### config.mk
export PLATFORM = sky130hd
export DESIGN_NAME = cla_serial_add_flat
export DESIGN_NICKNAME = d
export VERILOG_FILES = /design/src/rtl/cla_serial_add_if.sv /design/src/rtl/cla_serial_add.sv /design/src/flat_wrapper.sv
export SDC_FILE = /design/constraint.sdc
export NUM_CORES = 1
export LEC_CHECK = 0
export BUFFER_PORTS_ARGS = -buffer_cell sky130_fd_sc_hd__buf_2
export CORE_UTILIZATION = 25
export CTS_BUF_LIST = sky130_fd_sc_hd__clkbuf_8
export DETAILED_ROUTE_END_ITERATION = 7
export SLEW_MARGIN = 20
export SYNTH_ARGS = -nofsm -noshare
export SYNTH_HDL_FRONTEND = slang
export SYNTH_SLANG_ARGS = --single-unit
### constraint.sdc
create_clock -name clk -period 6.4 [get_ports clk]
set_clock_uncertainty 0.15 [all_clocks]
set_input_delay 0.64 -clock clk [delete_from_list [all_inputs] [get_ports clk]]
set_output_delay 0.64 -clock clk [all_outputs]
set_load 0.02 [all_outputs]
### src/rtl/cla_serial_add_if.sv
// Handshake and data bundle for cla_serial_add: operand port (valid/ready in)
// and result port (valid/ready out). The master modport is the environment side.
interface cla_serial_add_if #(
  parameter int WIDTH = 32
);
  logic             in_valid;
  logic             in_ready;
  logic [WIDTH-1:0] a;
  logic [WIDTH-1:0] b;
  logic             cin;
  logic             sub;
  logic             out_valid;
  logic             out_ready;
  logic [WIDTH-1:0] sum;
  logic             cout;
  logic             ovf;

  modport master (
    output in_valid, a, b, cin, sub, out_ready,
    input  in_ready, out_valid, sum, cout, ovf
  );

  modport slave (
    input  in_valid, a, b, cin, sub, out_ready,
    output in_ready, out_valid, sum, cout, ovf
  );
endinterface

### src/rtl/cla_serial_add.sv
// Byte-serial WIDTH-bit adder: one 8-bit carry-lookahead slice per cycle, IDLE/CALC/DONE.
// Optional subtraction is enabled by defining the macro CLA_SUB_EN.
module cla_serial_add #(
  parameter int WIDTH = 32
) (
  input  logic             clk,
  input  logic             rst_n,
  cla_serial_add_if.slave  bus
);

  localparam int NBYTES = WIDTH / 8;
  localparam int IDXW   = (NBYTES > 1) ? $clog2(NBYTES) : 1;
  localparam logic [IDXW-1:0] IDX_LAST = IDXW'(NBYTES - 1);

  typedef enum logic [1:0] {IDLE, CALC, DONE} state_t;

  state_t           r_state;
  state_t           w_next;
  logic [WIDTH-1:0] r_a;
  logic [WIDTH-1:0] r_b;
  logic [WIDTH-1:0] r_sum;
  logic [IDXW-1:0]  r_idx;
  logic             r_carry;
  logic             r_cout;
  logic             r_ovf;

  logic [WIDTH-1:0] w_b_eff;
  logic             w_first_carry;
  logic [7:0]       w_cla_a;
  logic [7:0]       w_cla_b;
  logic [7:0]       w_cla_sum;
  logic             w_cla_cout;
  logic             w_in_ready;
  logic             w_out_valid;
  logic             w_accept;
  logic             w_last;

  // 8-bit carry-lookahead slice: returns {cout, sum}
  function automatic logic [8:0] cla8(input logic [7:0] x, input logic [7:0] y,
                                      input logic ci);
    logic [7:0] g;
    logic [7:0] p;
    logic [8:0] c;
    g    = x & y;
    p    = x ^ y;
    c[0] = ci;
    for (int i = 0; i < 8; i++) begin
      c[i+1] = g[i] | (p[i] & c[i]);
    end
    return {c[8], p ^ c[7:0]};
  endfunction

`ifdef CLA_SUB_EN
  assign w_b_eff       = bus.sub ? ~bus.b : bus.b;
  assign w_first_carry = bus.sub ? 1'b1 : bus.cin;
`else
  logic w_unused_sub;
  assign w_unused_sub  = bus.sub;
  assign w_b_eff       = bus.b;
  assign w_first_carry = bus.cin;
`endif

  assign w_cla_a  = r_a[{r_idx, 3'b000} +: 8];
  assign w_cla_b  = r_b[{r_idx, 3'b000} +: 8];
  assign {w_cla_cout, w_cla_sum} = cla8(w_cla_a, w_cla_b, r_carry);

  assign w_accept = (r_state == IDLE) && bus.in_valid;
  assign w_last   = (r_idx == IDX_LAST);

  // State register
  always_ff @(posedge clk) begin
    if (!rst_n) begin
      r_state <= IDLE;
    end else begin
      r_state <= w_next;
    end
  end

  // Next-state logic
  always_comb begin
    w_next = r_state;
    case (r_state)
      IDLE:    if (bus.in_valid)  w_next = CALC;
      CALC:    if (w_last)        w_next = DONE;
      DONE:    if (bus.out_ready) w_next = IDLE;
      default: w_next = IDLE;
    endcase
  end

  // Outputs decode registered state only
  always_comb begin
    w_in_ready  = 1'b0;
    w_out_valid = 1'b0;
    case (r_state)
      IDLE:    w_in_ready  = 1'b1;
      DONE:    w_out_valid = 1'b1;
      default: ;
    endcase
  end

  // Operand capture: pure data, no reset needed
  always_ff @(posedge clk) begin
    if (w_accept) begin
      r_a <= bus.a;
      r_b <= w_b_eff;
    end
  end

  // Byte-serial datapath: one slice per CALC cycle, carry chained through r_carry
  always_ff @(posedge clk) begin
    if (!rst_n) begin
      r_carry <= 1'b0;
      r_idx   <= '0;
      r_sum   <= '0;
      r_cout  <= 1'b0;
      r_ovf   <= 1'b0;
    end else if (w_accept) begin
      r_carry <= w_first_carry;
      r_idx   <= '0;
    end else if (r_state == CALC) begin
      r_sum[{r_idx, 3'b000} +: 8] <= w_cla_sum;
      r_carry                      <= w_cla_cout;
      if (w_last) begin
        r_cout <= w_cla_cout;
        r_ovf  <= (r_a[WIDTH-1] == r_b[WIDTH-1]) && (w_cla_sum[7] != r_a[WIDTH-1]);
      end else begin
        r_idx  <= r_idx + 1'b1;
      end
    end
  end

  assign bus.in_ready  = w_in_ready;
  assign bus.out_valid = w_out_valid;
  assign bus.sum       = r_sum;
  assign bus.cout      = r_cout;
  assign bus.ovf       = r_ovf;

endmodule

### src/flat_wrapper.sv
// flat-port wrapper written by rule: the top's interface ports become plain ports
module cla_serial_add_flat 
#(
  parameter int WIDTH = 32
)
  (clk, rst_n, bus_in_valid, bus_a, bus_b, bus_cin, bus_sub, bus_out_ready, bus_in_ready, bus_out_valid, bus_sum, bus_cout, bus_ovf);
  cla_serial_add_if #(.WIDTH(WIDTH)) bus_i ();
  input  logic clk;
  input  logic rst_n;
  input wire logic [$bits(bus_i.in_valid)-1:0] bus_in_valid;
  input wire logic [$bits(bus_i.a)-1:0] bus_a;
  input wire logic [$bits(bus_i.b)-1:0] bus_b;
  input wire logic [$bits(bus_i.cin)-1:0] bus_cin;
  input wire logic [$bits(bus_i.sub)-1:0] bus_sub;
  input wire logic [$bits(bus_i.out_ready)-1:0] bus_out_ready;
  output wire logic [$bits(bus_i.in_ready)-1:0] bus_in_ready;
  output wire logic [$bits(bus_i.out_valid)-1:0] bus_out_valid;
  output wire logic [$bits(bus_i.sum)-1:0] bus_sum;
  output wire logic [$bits(bus_i.cout)-1:0] bus_cout;
  output wire logic [$bits(bus_i.ovf)-1:0] bus_ovf;
  assign bus_i.in_valid = bus_in_valid;
  assign bus_i.a = bus_a;
  assign bus_i.b = bus_b;
  assign bus_i.cin = bus_cin;
  assign bus_i.sub = bus_sub;
  assign bus_i.out_ready = bus_out_ready;
  assign bus_in_ready = bus_i.in_ready;
  assign bus_out_valid = bus_i.out_valid;
  assign bus_sum = bus_i.sum;
  assign bus_cout = bus_i.cout;
  assign bus_ovf = bus_i.ovf;
  cla_serial_add #(.WIDTH(WIDTH)) u_core (.clk(clk), .rst_n(rst_n), .bus(bus_i));
endmodule
==> impl_summary.md <==
Outcome
The flow ran to the end, and the final reports show no timing, DRC or antenna violations.

Die
The core box area is 0.01583 mm^2. The number of primary I/O pins is 106. For this configuration, the core starts out at a cell density of 0.2546. The horizontal extent of the die is 129.0 um. The floorplan row count is 46.

The die outline height is 129.0 um. The die covers 0.01663 mm^2.

Timing
The minimum setup slack in the final design is 1.492 ns. The final total negative setup slack is 0 ns. The count of endpoints failing hold in the final timing report is 0.

Based on the critical path, the design can be clocked at up to 203.8 MHz. Setup repair after global routing left no endpoint under its margin. The worst pin sits at a relative slew slack of 0.4542.

In the finished design, the share of the clock period the worst path needs comes to 0.7668. At the pin with the least slew margin, the transition time is 0.8187 ns. The number of max-slew violations in the final report was 0. The final setup violation count is 0. After layout, the minimum clock period comes to 4.908 ns.

Worst setup path
Traced cell by cell, the critical path runs through mux4_2 -> fa_1 -> inv_1 -> fa_1 -> fa_1 -> fa_1 -> fa_1 -> fa_1 -> fa_1 -> inv_1 -> fa_1 -> nand3b_1 -> a211oi_1. The critical path starts at u_core.r_idx[1]. The kind of end point of the critical path is a flop. The dominant delay contributor by cell family on the critical path is adder cells. Together, buffers and inverters on the worst path number 2. In this run the worst path has a maximum fanout of 10. The worst setup path is launched from a flop.

In this design, the stage delay of the slowest critical-path cell is 0.69 ns. The worst register-to-register path has a depth of 13. The beginning of the worst register-to-register path is u_core.r_idx[1]. At the worst endpoint, the required time is 6.53 ns. The critical path depth in cells is 13.

In this run the worst setup path terminates at u_core.bus.ovf. The path type of the worst setup path is reg -> reg. The worst-case register-to-register setup slack is 1.49 ns. The slowest cell on the critical path is sky130_fd_sc_hd__dfxtp_1. The endpoint arrival time on the critical path is 5.04 ns. The endpoint of the lowest-slack register-to-register path is u_core.bus.ovf. The cell repeated most along the worst path is sky130_fd_sc_hd__fa_1.

Clock tree
The H-tree generated during clock tree synthesis spans 3 levels. After clock tree synthesis, the setup repair step added 0 buffers. The insertion delay to the later sink of the worst-skew pair is 0.38 ns.

The post-CTS resize count is 0. The number of CTS-inserted buffers is 9. The clock tree from TritonCTS is done.

The clock passes through at most 2 buffers. The number of hold buffers added after CTS was 0. The number of clock sinks is 103. The tree is rooted in a sky130_fd_sc_hd__clkbuf_8.

Clock-pin slew was measured on the worst setup and hold paths at 0.10 ns.

Power and ir drop
Of the total power, the share spent switching nets is 0.2479. The net switching power figure is 0.0003264 W. The share of total power dissipated in sequential elements is 0.573.

The standby leakage power is 1.958 nW. The peak supply drop is 109.8 uV. The fraction of power consumed by combinational cells is 0.119. Cell internal power was estimated by the tool at 0.0009901 W. The power density relative to cell area is 263.8 mW/mm^2. The share of total power dissipated in the clock network is 0.308.

Cells and area
Once layout is complete, the cells apart from fillers number 570. The area growth from synthesis to layout is 23.84%. With fillers left out, the area of the finished cells amounts to 0.004991 mm^2. Of the cells placed in the final design, the portion with a size suffix greater than 1 is 0.4322. The net count of the finished layout is 433. The antenna diode count is 0.

GRT
The maximum number of pins on one net before global-route repair is 65. The wire length of the first global-routing pass is 12,790 um. The number of global-route vias before repair is 2,362.

The number of antenna violations at the first check in global routing came to 0. The global-route congestion overflow total is 0. Across every metal layer, demand over resource in global routing totals 0.1059.

Detailed routing
For this run, design rule violations remaining after detail routing come to 0. The detailed router placed 2,329 vias in this run. For this run, the detailed router's first-pass iteration total came to 4. The highest metal layer carrying signal wires in the routed design is met4. The total wire length is 8183 um. The met1 layer wirelength in the final routing is 3793 um. Summed over all nets, wire length on met2 after detailed routing comes to 3930 um.

The starting DRC count in detailed routing is 75. The length of routed met3 wiring is 375 um. Using the TritonRoute via totals, the vias-per-cell ratio works out to 4.086. The number of nets with antenna violations after routing is 0. Dividing the detail-routed wire length by the instance count gives 14.36 um.

Synthesis
Of the synthesized area, sequential elements account for 0.6706. The number of different library cells in the post-synthesis netlist is 34. The net count of the mapped netlist is 324. The synthesized area divided by synthesized cell count is 16.79 um^2.

The area of the mapped netlist is 0.004030 mm^2. The register bit count reported by yosys is 103. For this run, the number of Yosys warnings is 0.

The predominant post-synthesis flop cell is sky130_fd_sc_hd__edfxtp_1. For this run, asynchronously set or reset flops after synthesis account for 0. The cell count after synthesis is 240. The number of enable-type register cells in the synthesized netlist is 64.

Min path
The source of the worst hold timing path is bus_b[20]. The worst hold path belongs to the class in -> reg.

Placed design
The setup slack after placement is 1.336 ns. Summing all placed instances gives a cell area of 0.004795 mm^2. The half-perimeter wire length after detailed placement is 6241 um.

The total of buffers placed on input and output ports is 104. At the end of routability-driven placement, the weighted congestion stood at 0.7002. The cell count after placement is 554.

Flow run
The number of max-cap violations is 0.
## logic make-up (layout without fill, tap and decap cells)
logic type               count (synthesis)  after routing  synth area share
adder cells (fa/ha/maj)                 14             14           0.05837
buffers and inverters                   27            141           0.02918
XOR/XNOR                                 1              1          0.002174
multiplexers                            18             18           0.09438
AND/OR/NAND/NOR                         33             33           0.04440
AO/OA/AOI/OAI                           44             44            0.1009
flip-flops                             103            103            0.6706
## worst reg2reg max path: cells and delay by family (launching register included)
| family | cells | cell delay (ns) |
|---|---|---|
| muxes | 1 | 0.33 |
| AOI/OAI and AO/OA | 1 | 0.23 |
| buffers and inverters | 2 | 0.18 |
| and+or+nand+nor | 1 | 0.19 |
| adders and majority gates | 8 | 3.04 |
| DFF | 1 | 0.69 |
## power by group through the flow
stage	registers, W	clock network (W)	logic [W]
2_1_floorplan	0.000771	0	0.0000972
3_3_place_gp	0.000770	0	0.000159
3_5_place_dp	0.000771	0	0.000161
4_1_cts	0.000755	0.000422	0.000162
5_1_grt	0.000759	0.000447	0.000173
6_report	0.000754	0.000406	0.000156
## sequential cells by signal, summed over array words and instances (netlist names)
register and flops:
u_core.r_a 32, u_core.r_idx 2, u_core.r_carry 1, u_core.bus.cout 1
u_core.bus.sum 32, u_core.r_b 32, u_core.r_state 2, u_core.bus.ovf 1
## metal layers
layer	track usage	vias to the layer above
li1	-	1131
met1	0.1312	1121
met2	0.1711	68
met3	0.03576	9
met4	0.03945	0
met5	0	-
## metrics by stage
step / power [W] / util / hold WS (ns)
2_1_floorplan: 0.0008679 / - / 0.3578
3_3_place_gp: 0.0009285 / 0.3029 / 0.2969
3_5_place_dp: 0.0009320 / 0.3029 / 0.3065
4_1_cts: 0.001338 / 0.3153 / 0.2521
5_1_grt: 0.001379 / 0.3153 / 0.2425
6_report: 0.001317 / 0.3153 / 0.2805
## cell type report
class                   count  area, um^2
well taps                 216       270.3
inverters                  18       67.56
fillers                  1554       10840
clock inverters             7       72.57
clock buffers               9       123.9
repair buffers            107       543.0
multi-input cells         110        1210
flip-flops and latches    103        2704
## cells in the final DEF, fill, tap and decap left out, drive strengths merged
cell,count
a22o,26
a211oi,1
or3,1
o21ai,1
nand4bb,1
nand4b,1
inv,19
nand3,1
dfxtp,39
nand3b,2
mux2i,2
nor3b,2
xnor2,1
nor2b,4
buf,107
bufinv,1
clkinv,3
nor2,13
nor3,1
mux4,16
a2111oi,1
o2bb2ai,6
fa,8
a21oi,9
clkbuf,9
edfxtp,64
nand2,5
or3b,1
clkinvlp,2
nand2b,1
ha,6
## Yosys cell counts (2+ instances only)
library cell | count | share of area
sky130_fd_sc_hd__edfxtp_1 | 64 | 0.48
sky130_fd_sc_hd__dfxtp_1 | 39 | 0.19
sky130_fd_sc_hd__a22o_1 | 26 | 0.057
sky130_fd_sc_hd__inv_1 | 17 | 0.016
sky130_fd_sc_hd__mux4_2 | 16 | 0.089
sky130_fd_sc_hd__nor2_1 | 13 | 0.012
sky130_fd_sc_hd__fa_1 | 8 | 0.040
sky130_fd_sc_hd__ha_1 | 6 | 0.019
sky130_fd_sc_hd__o2bb2ai_2 | 6 | 0.022
sky130_fd_sc_hd__a21oi_1 | 5 | 0.0062
sky130_fd_sc_hd__nand2_1 | 5 | 0.0047
sky130_fd_sc_hd__buf_2 | 4 | 0.0050
sky130_fd_sc_hd__nor2b_1 | 4 | 0.0062
sky130_fd_sc_hd__a21oi_2 | 3 | 0.0065
sky130_fd_sc_hd__buf_4 | 3 | 0.0056
sky130_fd_sc_hd__mux2i_1 | 2 | 0.0050
sky130_fd_sc_hd__nand3b_1 | 2 | 0.0037
## how the worst min path moves through the flow
stage                     cells after the start  slack (ns)                end
after detailed placement                      2        0.31    u_core.bus.cout
after global placement                        2        0.30    u_core.bus.cout
after CTS                                     1        0.25     u_core.r_b[19]
after global routing                          1        0.24     u_core.r_a[11]
after floorplan                               1        0.36  u_core.r_state[0]
final                                         1        0.28     u_core.r_b[20]
Power figures use the tool's default switching activity.
